## src/rtl/serial_tx_pkg.sv

```systemverilog
// Shared constants for the serial link blocks: FSM state codes and parameter defaults.
// MIN_CLKS_PER_BIT is the shortest legal bit period that still clears the far-end sync + filter.
package serial_tx_pkg;

    localparam logic [1:0] ST_IDLE  = 2'd0;
    localparam logic [1:0] ST_START = 2'd1;
    localparam logic [1:0] ST_DATA  = 2'd2;
    localparam logic [1:0] ST_STOP  = 2'd3;

    localparam int DEF_CLKS_PER_BIT = 16;
    localparam int DEF_DATA_BITS    = 8;
    localparam int MIN_CLKS_PER_BIT = 8;

endpackage

```

## src/rtl/serial_tx_bit_timer.sv

```systemverilog
// Bit-period timer: counts 0..CLKS_PER_BIT-1 and pulses tick on the last cycle of each bit.
// Held at zero while clear is high so the first bit after a clear is a full period.
module bit_timer
    import serial_tx_pkg::*;
#(
    parameter int CLKS_PER_BIT = DEF_CLKS_PER_BIT
) (
    input  logic clk,
    input  logic reset,
    input  logic clear,
    output logic tick
);

    localparam int CW = (CLKS_PER_BIT > 1) ? $clog2(CLKS_PER_BIT) : 1;
    localparam logic [CW-1:0] LAST = CW'(CLKS_PER_BIT - 1);

    logic [CW-1:0] cnt_q, cnt_d;

    assign tick = (cnt_q == LAST);

    always_comb begin
        cnt_d = cnt_q;
        if (clear || tick) begin
            cnt_d = '0;
        end else begin
            cnt_d = cnt_q + CW'(1);
        end
    end

    always_ff @(posedge clk) begin
        if (reset) begin
            cnt_q <= '0;
        end else begin
            cnt_q <= cnt_d;
        end
    end

endmodule

```

## src/rtl/serial_tx.sv

```systemverilog
// UART-style transmitter: start bit, DATA_BITS payload LSB first, STOP_BITS stop bits.
// tx, ready and busy all come straight from flops so the line never glitches.
module serial_tx
    import serial_tx_pkg::*;
#(
    parameter int CLKS_PER_BIT = DEF_CLKS_PER_BIT,
    parameter int DATA_BITS    = DEF_DATA_BITS,
    parameter int STOP_BITS    = 1
) (
    input  logic                 clk,
    input  logic                 reset,
    input  logic [DATA_BITS-1:0] data_in,
    input  logic                 valid,
    output logic                 ready,
    output logic                 tx,
    output logic                 busy
);

    localparam int IDX_W = $clog2(DATA_BITS);
    localparam logic [IDX_W-1:0] LAST_IDX  = IDX_W'(DATA_BITS - 1);
    localparam logic             LAST_STOP = 1'(STOP_BITS - 1);

    logic [1:0]           state_q, state_d;
    logic [DATA_BITS-1:0] shreg_q, shreg_d;
    logic                 tx_q, tx_d;
    logic                 ready_q, ready_d;
    logic [IDX_W-1:0]     bit_idx_q, bit_idx_d;
    logic                 stop_idx_q, stop_idx_d;
    logic                 tick;

    bit_timer #(
        .CLKS_PER_BIT(CLKS_PER_BIT)
    ) u_timer (
        .clk  (clk),
        .reset(reset),
        .clear(state_q == ST_IDLE),
        .tick (tick)
    );

    always_comb begin
        state_d    = state_q;
        shreg_d    = shreg_q;
        tx_d       = tx_q;
        ready_d    = ready_q;
        bit_idx_d  = bit_idx_q;
        stop_idx_d = stop_idx_q;
        case (state_q)
            ST_IDLE: begin
                tx_d    = 1'b1;
                ready_d = 1'b1;
                if (valid && ready_q) begin
                    shreg_d = data_in;
                    tx_d    = 1'b0;
                    ready_d = 1'b0;
                    state_d = ST_START;
                end
            end
            ST_START: begin
                if (tick) begin
                    tx_d      = shreg_q[0];
                    bit_idx_d = '0;
                    state_d   = ST_DATA;
                end
            end
            ST_DATA: begin
                // Next bit is read from shreg_q[1] because the shift lands on this same edge.
                if (tick) begin
                    shreg_d = shreg_q >> 1;
                    if (bit_idx_q == LAST_IDX) begin
                        tx_d       = 1'b1;
                        stop_idx_d = 1'b0;
                        state_d    = ST_STOP;
                    end else begin
                        tx_d      = shreg_q[1];
                        bit_idx_d = bit_idx_q + IDX_W'(1);
                    end
                end
            end
            ST_STOP: begin
                tx_d = 1'b1;
                if (tick) begin
                    if (stop_idx_q == LAST_STOP) begin
                        ready_d = 1'b1;
                        state_d = ST_IDLE;
                    end else begin
                        stop_idx_d = 1'b1;
                    end
                end
            end
            default: begin
                tx_d    = 1'b1;
                ready_d = 1'b1;
                state_d = ST_IDLE;
            end
        endcase
    end

    always_ff @(posedge clk) begin
        if (reset) begin
            state_q    <= ST_IDLE;
            shreg_q    <= '0;
            tx_q       <= 1'b1;
            ready_q    <= 1'b1;
            bit_idx_q  <= '0;
            stop_idx_q <= 1'b0;
        end else begin
            state_q    <= state_d;
            shreg_q    <= shreg_d;
            tx_q       <= tx_d;
            ready_q    <= ready_d;
            bit_idx_q  <= bit_idx_d;
            stop_idx_q <= stop_idx_d;
        end
    end

    assign tx    = tx_q;
    assign ready = ready_q;
    assign busy  = ~ready_q;

endmodule

```

## config.mk

```make
export PLATFORM = sky130hd
export DESIGN_NAME = serial_tx
export DESIGN_NICKNAME = d
export VERILOG_FILES = /design/src/rtl/serial_tx_pkg.sv /design/src/rtl/serial_tx_bit_timer.sv /design/src/rtl/serial_tx.sv
export SDC_FILE = /design/constraint.sdc
export NUM_CORES = 1
export LEC_CHECK = 0
export CAP_MARGIN = 20
export CORE_MARGIN = 5
export CORE_UTILIZATION = 45
export DETAILED_ROUTE_END_ITERATION = 12
export GPL_TIMING_DRIVEN = 0
export PLACE_DENSITY = 0.77
export SYNTH_ARGS = -nofsm -noshare
export SYNTH_HDL_FRONTEND = slang
export SYNTH_SLANG_ARGS = --single-unit
```

## constraint.sdc

```tcl
create_clock -name clk -period 1.73 [get_ports clk]
set_input_delay 0.519 -clock clk [delete_from_list [all_inputs] [get_ports clk]]
set_output_delay 0.519 -clock clk [all_outputs]
set_load 0.005 [all_outputs]
```

# Word-level counts from Yosys, hierarchy flattened
# Index checks and enable logic that the tools add are counted.
# op_classes
addsub	2
eq_ne	12
mux	27
bitwise_logic	1
reduce_logical	14
# ops
op	n
$mux W8	2
$pmux W8 S2	1
$mux W2	6
$mux W1	10
$mux W3	3
$ne A2 B2 Y1 const B	4
$pmux W2 S4	1
$reduce_and A4 Y1	2
$reduce_bool A2 Y1	4
$ne A2 B1 Y1 const B	3
$pmux W3 S2	1
$reduce_and A3 Y1	2
$reduce_and A6 Y1	1
$add A4 B1 Y4 const B	1
$eq A2 B2 Y1 const B	2
$eq A4 B4 Y1 const B	1
$pmux W1 S2	2
$pmux W1 S4	1
$add A3 B1 Y3 const B	1
$eq A3 B3 Y1 const B	1
$eq A2 B1 Y1 const B	1
$logic_not A2 Y1	1
$reduce_and A2 Y1	1
$reduce_or A2 Y1	1
other kinds (3)	3
# totals
ff_bits	20
output_inout_bits	3
word_cells	63

# Depth between registers and ports, before layout
# depth
depth_word	4
depth_mapped	7

# Hierarchy
# From an unflattened synthesis, not the netlist that was laid out.
# unflattened
cells_unflattened	109
hier_area_um2	1059.8
# modules_own_cells
mod	instances	cells_per_inst	area_each_um2	seq_area_each_um2
serial_tx	1	93	902.1	300.3
bit_timer	1	16	157.7	80.1

# Worst setup path before layout
# Ideal clock, no wire load.
# synth_timing
kind	register -> register
startpoint	register state_q[0]
endpoint	register state_q[0]
setup_ps	86
arrival_ps	1670
setup_slack_ps	-25
stages_incl_launch_ff	7
cell_sequence	dfxtp_1 -> inv_1 -> ha_1 -> buf_6 -> or3_4 -> a221o_1 -> a211oi_1
# synth_between
elab_chain_len	3
word_cells_on_any_way	12
cone_classes	9 x eq/ne; 1 x mux; 2 x reduce/logical
# synth_lines
element	line_no	text
start: declaration	serial_tx.sv:23	logic [1:0] state_q, state_d;
start signal: assignment	serial_tx.sv:107	state_q <= state_d;
$eq A2 B1 Y1 (tied with other cells)	serial_tx.sv:47	case (state_q)
$ne A2 B1 Y1 (no line) or $ne A2 B2 Y1 (tied branches)	--	
$reduce_and A6 Y1 (no line)	--	
# Several ways; a longest one is shown, not always the timed one.
# A chain may end at the register's enable or synchronous reset.

# Worst setup path in the final report
# layout_timing
startpoint	register state_q[1]
endpoint	register shreg_q[1]
# layout_between
elab_chain_len	3
word_cells_on_any_way	7
cone_classes	3 x eq/ne; 1 x mux; 3 x reduce/logical
# layout_lines
element	line_no	text
$eq A2 B2 Y1 or $logic_not A2 Y1 (tied branches)	serial_tx.sv:47	
$ne A2 B1 Y1 (no line) (tied with other cells)	--	
$reduce_and A3 Y1 (no line)	--	
end signal: assignment	serial_tx.sv:108	shreg_q <= shreg_d;
end: declaration	serial_tx.sv:24	logic [DATA_BITS-1:0] shreg_q, shreg_d;
# Several ways; a longest one is shown, not always the timed one.

==> results.sh <==
export IMPL_ir_drop_mv=1.03
export IMPL_worst_path_largest_cell_delay_ns=0.38
export IMPL_seq_area_frac_synth=0.361
export IMPL_cts_sinks=19
export IMPL_crit_chain="inv_1 -> ha_1 -> buf_6 -> or2b_1 -> a22o_4 -> mux2_2"
export IMPL_synth_distinct_cells=36
export IMPL_die_area_sq_um=3410
export IMPL_cp_slowest_cell="dfxtp_4"
export IMPL_die_w_um=58.4
export IMPL_cp_max_fo=10
export IMPL_avgSynthCellArea_sq_um=9.40
export IMPL_cp_required_ns=1.93
export IMPL_drv_slew=0
export IMPL_cts_tree="done"
export IMPL_clk_path_buf_depth=2
export IMPL_cts_buffers=3
export IMPL_via_count=905
export IMPL_cts_root_buf="clkbuf_4"
export IMPL_setup_violations=0
export IMPL_fill_cells=192
export IMPL_final_antenna_net_count=0
export IMPL_p_per_area_nw_per_um2=1360
export IMPL_hp_start="bit_idx_q[1]$_SDFFE_PP0P_"
export IMPL_synthToLayoutAreaGrowth_pct=29.7
export IMPL_relSlewSlack=0.681
export IMPL_nNetsFinal=152
export IMPL_worst_setup_path_start_kind="flop"
export IMPL_end_kind="flop"
export IMPL_tns_ns=0
export IMPL_synth_fp_nets=130
export IMPL_routedWlPerCell_um=14.3
export IMPL_whs_ns=0.482
export IMPL_syn_inst=112
export IMPL_yosysWarnings=0
export IMPL_synth_edf_count=0
export IMPL_first_pass_iters=5
export IMPL_async_flop_share=0
export IMPL_status="finished clean"
export IMPL_drive_gt1_frac=0.241
export IMPL_drc_errors=0
export IMPL_via_per_inst=5.62
export IMPL_hpwl_um=1580
export IMPL_grt_pass1_vias=926
export IMPL_path_buf_inv=2
export IMPL_path_clk_slew_ns=0.11
export IMPL_grt_pass1_wl_um=3900
export IMPL_cp_data_arrival_time_ns=1.93
export IMPL_n_antenna_cell=0
export IMPL_clock_skew_ns=0.00611
export IMPL_drv_cap=0
export IMPL_coreArea_sq_um=2210
export IMPL_synth_top_flop_cell="dfxtp_1"
export IMPL_rows=17
export IMPL_grtUsageTotal=0.142
export IMPL_port_buffers=12
export IMPL_r2r_start="state_q[1]$_SDFFE_PP0P_"
export IMPL_rsz0062_at_grt="true"
export IMPL_period_share=0.997
export IMPL_grt_max_degree=11
export IMPL_register_area_sq_um=389
export IMPL_worst_pin_slew_ns=0.479
export IMPL_setup_worst_path_class="reg -> reg"
export IMPL_initial_core_util=0.476
export IMPL_fin_crit_ns=1.72
export IMPL_routabilityCongestion=0.799
export IMPL_grt_ovfl_total=0
export IMPL_ctsHoldBuffers=0
export IMPL_dr_first_iter_drc_count=15
export IMPL_hp_class="reg -> reg"
export IMPL_synth_seq_cells=19
export IMPL_boundaryPins=14
export IMPL_routed_wl_um=2310
export IMPL_finalHoldViolCount=0
export IMPL_antenna_found_initial=0
export IMPL_crit_path_start="state_q[1]$_SDFFE_PP0P_"
export IMPL_htree_levels=1
export IMPL_critical_path_top_delay_family="flip-flops"
export IMPL_syn_area_sq_um=1050
export IMPL_fp_dieH_um=58.4
export IMPL_p_leak_nw=0.537
export IMPL_fmax_mhz=580
export IMPL_clk_latency_ns=0.30
export IMPL_multiInputGateArea_sq_um=683
## sequential cells by signal (all words and copies together) (netlist names)
signal and flops:
tx 1, shreg_q 8, u_timer.cnt_q 4, bit_idx_q 3, state_q 2, ready 1
## where the power goes
part	internal [W]	leakage [nW]	switching, W
clock network	0.0000899	0.0150	0.000139
logic	0.000530	0.365	0.000457
registers	0.000559	0.156	0.0000752
## Yosys cell counts, drive strengths merged (2+ instances only)
cell	n	area [sq um]
a211oi	4	30.0
nand4	2	12.5
inv	6	22.5
nand2b	3	18.8
a21oi	4	20.0
mux2	7	78.8
nand3	2	10.0
buf	4	25.0
nor2b	7	43.8
o21ai	2	10.0
a221o	2	20.0
nor3	2	10.0
nor2	10	37.5
dfxtp	19	380
mux2i	8	80.1
clkbuf	3	11.3
nand4b	2	17.5
o31ai	3	22.5
ha	7	87.6
## per-layer routing
metal  part of all wire  vias to the layer above  global-route usage
met2               0.53                       24               0.268
met4             0.0026                        0              0.0331
met5                  0                        -                   0
met3              0.046                        2              0.0351
li1                   -                      446                   -
met1               0.42                      433               0.159
## worst paths after layout
kind | end | slack (ns) | depth (start not counted)
setup / recovery | shreg_q[1]$_SDFFE_PP0P_ | 0.006 | 6
hold / removal | bit_idx_q[1]$_SDFFE_PP0P_ | 0.48 | 2
setup reg to reg | shreg_q[1]$_SDFFE_PP0P_ | 0.006 | 6
hold reg to reg | bit_idx_q[1]$_SDFFE_PP0P_ | 0.48 | 2
## worst reg2reg max path, delay by kind of cell, from the launching register on
| family | cells | cell delay, ns |
|---|---|---|
| AO/OA/AOI/OAI | 1 | 0.27 |
| flip-flops | 1 | 0.38 |
| multiplexers | 1 | 0.28 |
| adder cells (fa/ha/maj) | 1 | 0.21 |
| buffers and inverters | 2 | 0.23 |
| AND/OR/NAND/NOR | 1 | 0.27 |
## cells in the final DEF, fill, tap and decap left out, drive strengths merged, types with 2 or more instances in the layout
cell type	instances
nor3	2
mux2i	8
nor2	10
buf	10
ha	7
nand4	2
a211oi	4
clkdlybuf4s50	11
clkbuf	6
o31ai	3
nor2b	7
nand2b	3
a21oi	4
nand4b	2
nand3	2
a221o	2
dfxtp	19
inv	6
mux2	7
o21ai	2
## logic make-up (layout without fill, tap and decap cells)
logic type               after synthesis  in the layout  share of synthesized area
AND/OR/NAND/NOR                       35             35                      0.190
XOR/XNOR                               1              1                    0.00832
buffers and inverters                 13             34                     0.0559
multiplexers                          15             15                      0.151
adder cells (fa/ha/maj)                7              7                     0.0832
flip-flops                            19             19                      0.361
AO/OA/AOI/OAI                         22             22                      0.150
## timing repair
item	4_1_cts	5_1_grt
setup endpoints to repair	10	12
resized for setup	9	15
buffers inserted	3	3
pin swaps	2	5
## area by class of cell
class | count | share of cell area
multi-input combinational | 80 | 0.500
timing repair buffer | 18 | 0.123
buffer | 6 | 0.0284
sequential | 19 | 0.285
tap | 28 | 0.0257
inverter | 6 | 0.0183
clock buffer | 4 | 0.0192
## stage by stage
step / instance area (sq um) / utilization / power [W] / setup slack (ns) / instances
2_1_floorplan: 1050 / - / 0.00119 / 0.00150 / 112
3_3_place_gp: 1210 / 0.546 / 0.00136 / -0.235 / 152
3_5_place_dp: 1210 / 0.546 / 0.00138 / -0.248 / 152
4_1_cts: 1280 / 0.579 / 0.00170 / 0.000715 / 159
5_1_grt: 1370 / 0.617 / 0.00199 / -0.0666 / 161
6_report: 1370 / 0.617 / 0.00185 / 0.00562 / 161
Power figures use the tool's default switching activity.
